### src/rtl/mem_arbiter_if.sv
// Shared bus bundle between the two cache requesters, the arbiter and the memory.
// The arbiter binds the slave view; the surrounding system drives the master view.
interface mem_arbiter_if #(
  parameter int ADDR_W = 28,
  parameter int DATA_W = 128
);
  logic              ic_mem_read;
  logic [ADDR_W-1:0] ic_mem_addr;
  logic [DATA_W-1:0] ic_mem_rdata;
  logic              ic_mem_ready;

  logic              dc_mem_read;
  logic              dc_mem_write;
  logic [ADDR_W-1:0] dc_mem_addr;
  logic [DATA_W-1:0] dc_mem_wdata;
  logic [DATA_W-1:0] dc_mem_rdata;
  logic              dc_mem_ready;

  logic              mem_read;
  logic              mem_write;
  logic [ADDR_W-1:0] mem_addr;
  logic [DATA_W-1:0] mem_wdata;
  logic [DATA_W-1:0] mem_rdata;
  logic              mem_ready;

  modport slave (
    input  ic_mem_read, ic_mem_addr,
    input  dc_mem_read, dc_mem_write, dc_mem_addr, dc_mem_wdata,
    input  mem_rdata, mem_ready,
    output ic_mem_rdata, ic_mem_ready,
    output dc_mem_rdata, dc_mem_ready,
    output mem_read, mem_write, mem_addr, mem_wdata
  );

  modport master (
    output ic_mem_read, ic_mem_addr,
    output dc_mem_read, dc_mem_write, dc_mem_addr, dc_mem_wdata,
    output mem_rdata, mem_ready,
    input  ic_mem_rdata, ic_mem_ready,
    input  dc_mem_rdata, dc_mem_ready,
    input  mem_read, mem_write, mem_addr, mem_wdata
  );
endinterface

### src/rtl/mem_arbiter.sv
// Round-robin arbiter sharing one block memory port between I-cache and D-cache.
// One transaction at a time: IDLE grants, BUSY waits for mem_ready, RELEASE lets the winner drop.
module mem_arbiter #(
  parameter int ADDR_W = 28,
  parameter int DATA_W = 128
) (
  input  logic             clk,
  input  logic             rst,
  mem_arbiter_if.slave     bus,
  output logic [15:0]      ic_wait_cnt,
  output logic [15:0]      dc_wait_cnt
);

  typedef enum logic [1:0] {IDLE, BUSY, RELEASE} state_t;

  state_t            state;
  logic              owner_d;
  logic              last_d;
  logic              cmd_wr_p0;
  logic [ADDR_W-1:0] addr_p0;
  logic [DATA_W-1:0] wdata_p0;

  logic ic_req;
  logic dc_req;
  logic grant_d;
  logic busy;
  logic done;

  function automatic logic [15:0] sat_inc(input logic [15:0] v);
    return (v == 16'hFFFF) ? v : v + 16'd1;
  endfunction

  assign ic_req  = bus.ic_mem_read;
  assign dc_req  = bus.dc_mem_read | bus.dc_mem_write;
  // Contention goes to whoever did not win last time; a lone requester always wins.
  assign grant_d = dc_req & (~ic_req | ~last_d);

  // Stage p0: latch the winner's command at grant time
  always_ff @(posedge clk or negedge rst) begin
    if (!rst) begin
      state     <= IDLE;
      owner_d   <= 1'b0;
      last_d    <= 1'b0;
      cmd_wr_p0 <= 1'b0;
      addr_p0   <= '0;
      wdata_p0  <= '0;
    end else begin
      case (state)
        IDLE: begin
          if (ic_req | dc_req) begin
            state   <= BUSY;
            owner_d <= grant_d;
            last_d  <= grant_d;
            if (grant_d) begin
              cmd_wr_p0 <= bus.dc_mem_write;
              addr_p0   <= bus.dc_mem_addr;
              wdata_p0  <= bus.dc_mem_wdata;
            end else begin
              cmd_wr_p0 <= 1'b0;
              addr_p0   <= bus.ic_mem_addr;
              wdata_p0  <= '0;
            end
          end
        end
        BUSY: begin
          if (bus.mem_ready) state <= RELEASE;
        end
        RELEASE: state <= IDLE;
        default: state <= IDLE;
      endcase
    end
  end

  // Memory side is driven only while a latched transaction is in flight.
  assign busy          = (state == BUSY);
  assign done          = busy & bus.mem_ready;
  assign bus.mem_read  = busy & ~cmd_wr_p0;
  assign bus.mem_write = busy &  cmd_wr_p0;
  assign bus.mem_addr  = busy ? addr_p0  : '0;
  assign bus.mem_wdata = busy ? wdata_p0 : '0;

  assign bus.ic_mem_ready = done & ~owner_d;
  assign bus.dc_mem_ready = done &  owner_d;
  assign bus.ic_mem_rdata = bus.ic_mem_ready ? bus.mem_rdata : '0;
  assign bus.dc_mem_rdata = bus.dc_mem_ready ? bus.mem_rdata : '0;

  // Stall counters: a pending request not completing this cycle costs one cycle.
  always_ff @(posedge clk or negedge rst) begin
    if (!rst) begin
      ic_wait_cnt <= '0;
      dc_wait_cnt <= '0;
    end else begin
      if (ic_req & ~bus.ic_mem_ready) ic_wait_cnt <= sat_inc(ic_wait_cnt);
      if (dc_req & ~bus.dc_mem_ready) dc_wait_cnt <= sat_inc(dc_wait_cnt);
    end
  end

endmodule

### src/flat_wrapper.sv
// flat-port wrapper written by rule: the top's interface ports become plain ports
module mem_arbiter_flat 
#(
  parameter int ADDR_W = 28,
  parameter int DATA_W = 128
)
  (clk, rst, ic_wait_cnt, dc_wait_cnt, bus_ic_mem_read, bus_ic_mem_addr, bus_dc_mem_read, bus_dc_mem_write, bus_dc_mem_addr, bus_dc_mem_wdata, bus_mem_rdata, bus_mem_ready, bus_ic_mem_rdata, bus_ic_mem_ready, bus_dc_mem_rdata, bus_dc_mem_ready, bus_mem_read, bus_mem_write, bus_mem_addr, bus_mem_wdata);
  mem_arbiter_if #(.ADDR_W(ADDR_W), .DATA_W(DATA_W)) bus_i ();
  input  logic clk;
  input  logic rst;
  output logic [15:0] ic_wait_cnt;
  output logic [15:0] dc_wait_cnt;
  input wire logic [$bits(bus_i.ic_mem_read)-1:0] bus_ic_mem_read;
  input wire logic [$bits(bus_i.ic_mem_addr)-1:0] bus_ic_mem_addr;
  input wire logic [$bits(bus_i.dc_mem_read)-1:0] bus_dc_mem_read;
  input wire logic [$bits(bus_i.dc_mem_write)-1:0] bus_dc_mem_write;
  input wire logic [$bits(bus_i.dc_mem_addr)-1:0] bus_dc_mem_addr;
  input wire logic [$bits(bus_i.dc_mem_wdata)-1:0] bus_dc_mem_wdata;
  input wire logic [$bits(bus_i.mem_rdata)-1:0] bus_mem_rdata;
  input wire logic [$bits(bus_i.mem_ready)-1:0] bus_mem_ready;
  output wire logic [$bits(bus_i.ic_mem_rdata)-1:0] bus_ic_mem_rdata;
  output wire logic [$bits(bus_i.ic_mem_ready)-1:0] bus_ic_mem_ready;
  output wire logic [$bits(bus_i.dc_mem_rdata)-1:0] bus_dc_mem_rdata;
  output wire logic [$bits(bus_i.dc_mem_ready)-1:0] bus_dc_mem_ready;
  output wire logic [$bits(bus_i.mem_read)-1:0] bus_mem_read;
  output wire logic [$bits(bus_i.mem_write)-1:0] bus_mem_write;
  output wire logic [$bits(bus_i.mem_addr)-1:0] bus_mem_addr;
  output wire logic [$bits(bus_i.mem_wdata)-1:0] bus_mem_wdata;
  assign bus_i.ic_mem_read = bus_ic_mem_read;
  assign bus_i.ic_mem_addr = bus_ic_mem_addr;
  assign bus_i.dc_mem_read = bus_dc_mem_read;
  assign bus_i.dc_mem_write = bus_dc_mem_write;
  assign bus_i.dc_mem_addr = bus_dc_mem_addr;
  assign bus_i.dc_mem_wdata = bus_dc_mem_wdata;
  assign bus_i.mem_rdata = bus_mem_rdata;
  assign bus_i.mem_ready = bus_mem_ready;
  assign bus_ic_mem_rdata = bus_i.ic_mem_rdata;
  assign bus_ic_mem_ready = bus_i.ic_mem_ready;
  assign bus_dc_mem_rdata = bus_i.dc_mem_rdata;
  assign bus_dc_mem_ready = bus_i.dc_mem_ready;
  assign bus_mem_read = bus_i.mem_read;
  assign bus_mem_write = bus_i.mem_write;
  assign bus_mem_addr = bus_i.mem_addr;
  assign bus_mem_wdata = bus_i.mem_wdata;
  mem_arbiter #(.ADDR_W(ADDR_W), .DATA_W(DATA_W)) u_core (.clk(clk), .rst(rst), .bus(bus_i), .ic_wait_cnt(ic_wait_cnt), .dc_wait_cnt(dc_wait_cnt));
endmodule
### config.mk
export PLATFORM = sky130hd
export DESIGN_NAME = mem_arbiter_flat
export DESIGN_NICKNAME = d
export VERILOG_FILES = /design/src/rtl/mem_arbiter_if.sv /design/src/rtl/mem_arbiter.sv /design/src/flat_wrapper.sv
export SDC_FILE = /design/constraint.sdc
export NUM_CORES = 1
export LEC_CHECK = 0
export ABC_CLOCK_PERIOD_IN_PS = 3030
export BUFFER_PORTS_ARGS = -buffer_cell sky130_fd_sc_hd__buf_2
export CAP_MARGIN = 20
export CORE_AREA = 2 2 294 296
export DETAILED_ROUTE_END_ITERATION = 8
export DIE_AREA = 0 0 296 298
export PLACE_DENSITY = 0.41
export SYNTH_ARGS = -nofsm -noshare
export SYNTH_HDL_FRONTEND = slang
export SYNTH_SLANG_ARGS = --single-unit
### constraint.sdc
create_clock -name clk -period 3.03 [get_ports clk]
set_clock_uncertainty 0.05 [all_clocks]
set_input_delay 0.303 -clock clk [delete_from_list [all_inputs] [get_ports clk]]
set_output_delay 0.303 -clock clk [all_outputs]
set_load 0.005 [all_outputs]
After elaboration in Yosys (flattened, before gate mapping)
Index checks and enable logic that the tools add are counted.

storage, ports and cells
  flip-flop bits (word level) = 192
  input bits = 318
  output and inout port bits = 448
  word-level logic and storage cells = 47

operators by class
  add/subtract/negate cells = 2
  equality and inequality tests = 5
  multiplexer cells = 10
  bitwise operators = 18
  reductions and logical operators = 5

operator list
  cell                                                                    count
  128-bit two-way mux                                                     4
  28-bit two-way mux                                                      2
  16-bit by 1-bit adder with 16-bit output (second input constant)        2
  16-bit equality test (second input constant)                            2
  1-bit bitwise AND                                                       8
  2-bit AND reduction                                                     4
  1-bit NOT                                                               7
  2-bit two-way mux                                                       2
  2-bit one-hot mux with 2 select lines                                   1
  1-bit bitwise OR                                                        3
  2-bit by 1-bit equality test with 1-bit output (second input constant)  1
  2-bit logical NOT                                                       1
  2-bit by 1-bit != test with 1-bit output (second input constant)        1
  2-bit != test (second input constant)                                   1
  1-bit two-way mux                                                       1

Longest topological paths before layout
  word-level depth = 6
  depth in mapped cells = 7
  depth with buffers taken out = 5

Least setup slack after synthesis
OpenSTA, ideal clock, no wires.

  kind = register -> register
  start = reg u_core.ic_wait_cnt[0]
  end = reg u_core.ic_wait_cnt[1]
  setup time = 0.128 ns
  arrival = 1.629 ns
  data required time = 2.852 ns
  setup slack = 1.223 ns
  cell stages (with the launch flop) = 6
  buffers on the path = 0
  clock period less this slack = 1.807 ns
  path through = dfrtp_1 > ha_1 > nand4_2 > nor4_4 > nor2_2 > mux2_1

on the way
  longest elaborated chain between the ends = 3
  elaborated cells between the ends (all ways) = 4
  those cells by class = add/sub: 1; eq/ne: 1; bitwise: 1; reduce/logical: 1

RTL lines
  item                                                                              line               text
  from (decl)                                                                       mem_arbiter.sv:10  output logic [15:0] ic_wait_cnt,
  from (signal assigned)                                                            mem_arbiter.sv:93  if (ic_req & ~bus.ic_mem_ready) ic_wait_cnt <= sat_inc(ic_wait_cnt);
  branches (longest 3 deep; another with 16-bit by 1-bit adder with 16-bit output)  -

Several ways; the timed one is not identified.
A chain may end at the register's enable or synchronous reset.

Worst setup path after layout
  start = in bus_mem_ready
  end = out bus_ic_mem_rdata[79]

on the way
  longest elaborated chain between the ends = 3

RTL lines
  item                 line                text
  from (decl)          flat_wrapper.sv:20  input wire logic [$bits(bus_i.mem_ready)-1:0] bus_mem_ready;
  1-bit bitwise AND    mem_arbiter.sv:76   assign done = busy & bus.mem_ready;
  1-bit bitwise AND    mem_arbiter.sv:82   assign bus.ic_mem_ready = done & ~owner_d;
  128-bit two-way mux  mem_arbiter.sv:84   assign bus.ic_mem_rdata = bus.ic_mem_ready ? bus.mem_rdata : '0;
  to (decl)            flat_wrapper.sv:21  output wire logic [$bits(bus_i.ic_mem_rdata)-1:0] bus_ic_mem_rdata;

Every way passes these cells.

==> flow_metrics.py <==
metrics = {
    "logic_synthesis": {
        "synth_top_family_by_area": "simple AND/OR/NAND/NOR gates",
        "synth_top_area_share_pct": 46.4,
        "netlist_area_um2": 10300,
        "synth_mux_area_share_pct": 3.04,
        "yosysSeqAreaShare_pct": 46.4,
        "synth.yosys.warnings": 0,
        "synth_compound_area_share_pct": 12.7,
        "synth_fa_ha_area_share_pct": 0.242,
        "avgSynthCellArea_um2": 10.1,
        "yosys.area_share.simple_pct": 31.3,
        "synth-main-ff-cell": "dfrtp_1",
        "synth-edff-count": 0,
        "syn_nets": 1345,
        "synth_area_leader_cell": "dfrtp_1",
        "synth_cells": 1025,
        "synth-xor-area-share_pct": 2.46,
        "yosys_register_bits": 192,
        "synthArstFlopShare_pct": 100,
        "synth_cell_types": 43,
        "yosys-top-cells-area": "dfrtp_1 46%, and2_1 25%, a22o_1 11%",
    },
    "hold_path": {
        "whs_path_depth": 3,
        "min_to": "u_core.addr_p0[11]",
        "min_from": "bus_ic_mem_addr[11]",
        "hold_class": "in2reg",
    },
    "sta": {
        "worst_pin_slew_ps": 856,
        "slew_violations": 0,
        "max-slew-margin-rel_pct": 43.0,
        "rsz0062_at_grt": "false",
        "fin_crit_sh_pct": 88.2,
        "fin_crit_ps": 2670,
        "clock.fmax_mhz": 374,
        "finalHoldViolCount": 0,
        "setup_violations": 0,
        "fin_setup_tns_ps": 0,
    },
    "floorplan": {
        "dieWidth_um": 296,
        "die_h_um": 298,
        "ios": 766,
        "core_area_um2": 84900,
        "dieArea_um2": 88200,
        "rows": 107,
        "floorplan.initialDensity_pct": 12.2,
    },
    "grt": {
        "met1_usage_pct": 13.5,
        "grt_pass1_vias": 11300,
        "grtUsageMet3_pct": 3.46,
        "grt_max_degree": 99,
        "grt_usage_pct": 12.7,
        "met2_usage_pct": 23.3,
        "gr-total-overflow": 0,
        "antenna_found_initial": 51,
        "busiest_layer": "met2",
        "grt_pass1_wl_mm": 79.9,
    },
    "clock_tree": {
        "cts.htree.levels": 4,
        "clk-insertion-delay-late_ps": 490,
        "cts.sinks": 192,
        "cts_resized": 0,
        "cts_buffer_depth": 2,
        "cts_setup_buffers": 0,
        "cts_hold_buf": 164,
        "cts.clk_slew.worst_paths_ps": 70,
        "cts_root_buffer": "clkbuf_16",
        "cts_tree": "built",
        "numCtsBuffers": 17,
    },
    "worst_setup_path": {
        "crit_arrival_ps": 2320,
        "crit_fanout": 76,
        "r2r-end": "u_core.ic_wait_cnt[1]",
        "rr_startpoint": "u_core.ic_wait_cnt[0]",
        "worst-setup-path-type": "in2out",
        "startpoint_type": "input pin",
        "r2r_setup_slack_ps": 720,
        "worstPathRequired_ps": 2680,
        "worstSetupEndpointType": "output port",
        "reg2reg_depth": 5,
    },
    "placed_design": {
        "numPlacedInstances": 2865,
        "hpwl_mm": 46.2,
        "port_buffers": 765,
        "gp_congestion": 0.958,
    },
    "detailed_routing": {
        "drc": 0,
        "wire_per_inst_um": 19.0,
        "first_iter_violations": 508,
        "vias_per_cell": 3.64,
        "num_vias": 11200,
        "postRouteAntennaNets": 0,
        "dr.pass1.iters": 4,
        "routed_wl_mm": 58.4,
    },
    "cells_and_area": {
        "areaGrowthSynthToFinish_pct": 71.4,
        "nets": 2224,
        "drive_gt1_share_pct": 43.2,
        "nFillCells": 9503,
        "finalNonFillerCells": 3073,
    },
    "pwr": {
        "p_leak_nw": 9.43,
        "p_per_area_nw_per_um2": 710,
        "ir_drop_mv": 0.442,
    },
    "run": {
        "maxCapViolCount": 0,
    },
    "run_status": {
        "status": "completed",
    },
}
-- flip-flops by register name, indices dropped and copies added, names as in the netlist --
signal / flops
u_core.addr_p0: 28
u_core.ic_wait_cnt: 16
u_core.owner_d: 1
u_core.dc_wait_cnt: 16
u_core.wdata_p0: 128
u_core.state: 2
u_core.cmd_wr_p0: 1
-- area by class of cell --
class	count	area, µm²	area share, %
Inverter	1	3.75	0.0212
Tap cell	1144	1430	8.07
Timing Repair Buffer	946	5710	32.2
Multi-Input combinational cell	746	5170	29.2
Clock inverter	12	134	0.755
Sequential cell	192	4800	27.1
Clock buffer	19	443	2.50
Antenna cell	13	32.5	0.184
-- critical path, stage by stage --
cell	delay [ps]
dlygate4sd3_1	640
buf_2	180
and4bb_4	500
buf_12	280
and2_1	210
buf_2	140
-- kinds of logic after synthesis --
group | count (synthesis)
flops | 192
compound gates | 162
fa+ha+maj | 2
xor+xnor | 29
buf+inv | 87
simple gates | 522
mux | 31
-- layer usage --
| layer | routed length, µm | part of all wire, % |
|---|---|---|
| met1 | 22000 | 38 |
| met2 | 30700 | 53 |
| met3 | 3780 | 6.5 |
| met4 | 1870 | 3.2 |
| met5 | 57 | 0.098 |
-- metrics by stage --
| step | power [mW] | instance area (µm²) | hold slack, ps | setup WS [ps] | util (%) |
|---|---|---|---|---|---|
| 6_report | 12.6 | 17700 | 64.1 | 356 | 20.9 |
| 5_1_grt | 13.5 | 17700 | 39.5 | 244 | 20.9 |
| 4_1_cts | 12.9 | 17700 | 6.31 | 339 | 20.8 |
| 3_5_place_dp | 10.2 | 15500 | 346 | 729 | 18.2 |
| 3_3_place_gp | 10.1 | 15500 | 330 | 770 | 18.2 |
| 2_1_floorplan | 7.39 | 10300 | -42.6 | 1220 | - |
-- where the power goes --
part	switching [mW]	total (mW)	leakage (nW)	internal (mW)
registers	0.719	4.32	2.43	3.60
clock network	1.12	2.36	0.273	1.23
logic	3.05	5.91	6.73	2.86
total	4.90	12.6	9.43	7.69
-- Yosys cell counts (2+ instances only) --
library cell	instances
and2_1	417
dfrtp_1	192
a22o_1	129
clkbuf_1	54
nand2_1	35
mux2i_1	28
o21ai_1	27
xor2_1	19
buf_2	18
nor3_1	12
nand3_1	11
nand4_1	10
xnor2_1	10
nor2_1	7
and4_1	6
buf_4	6
buf_1	5
and3_1	3
buf_6	3
mux2_1	3
ha_1	2
nand4b_1	2
nor3b_1	2
nor4_1	2
nor4_2	2
nor4_4	2
o21ai_0	2
-- cells in the final DEF (no fill, tap or decap), types with 6 or more instances in the layout --
cell type / count
and4_1: 6
buf_4: 9
dfrtp_1: 192
xor2_1: 19
mux2i_1: 28
a22o_1: 129
clkbuf_16: 17
diode_2: 13
dlygate4sd3_1: 164
buf_12: 8
nor2_1: 7
nor3_1: 12
and2_1: 416
nand3_1: 11
xnor2_1: 10
nand4_1: 10
o21ai_1: 27
buf_2: 764
nand2_1: 35
-- worst max-delay path by stage --
stage	start	end	slack [ps]
final	bus_mem_ready	bus_ic_mem_rdata[79]	360
after global routing	bus_mem_ready	bus_ic_mem_rdata[79]	240
after CTS	bus_mem_ready	bus_ic_mem_rdata[79]	340
after detailed placement	u_core.ic_wait_cnt[0]	u_core.ic_wait_cnt[1]	730
after global placement	u_core.ic_wait_cnt[0]	u_core.ic_wait_cnt[1]	770
after floorplan	u_core.ic_wait_cnt[0]	u_core.ic_wait_cnt[1]	1220
Note: power is estimated with default switching activity, not from simulation.
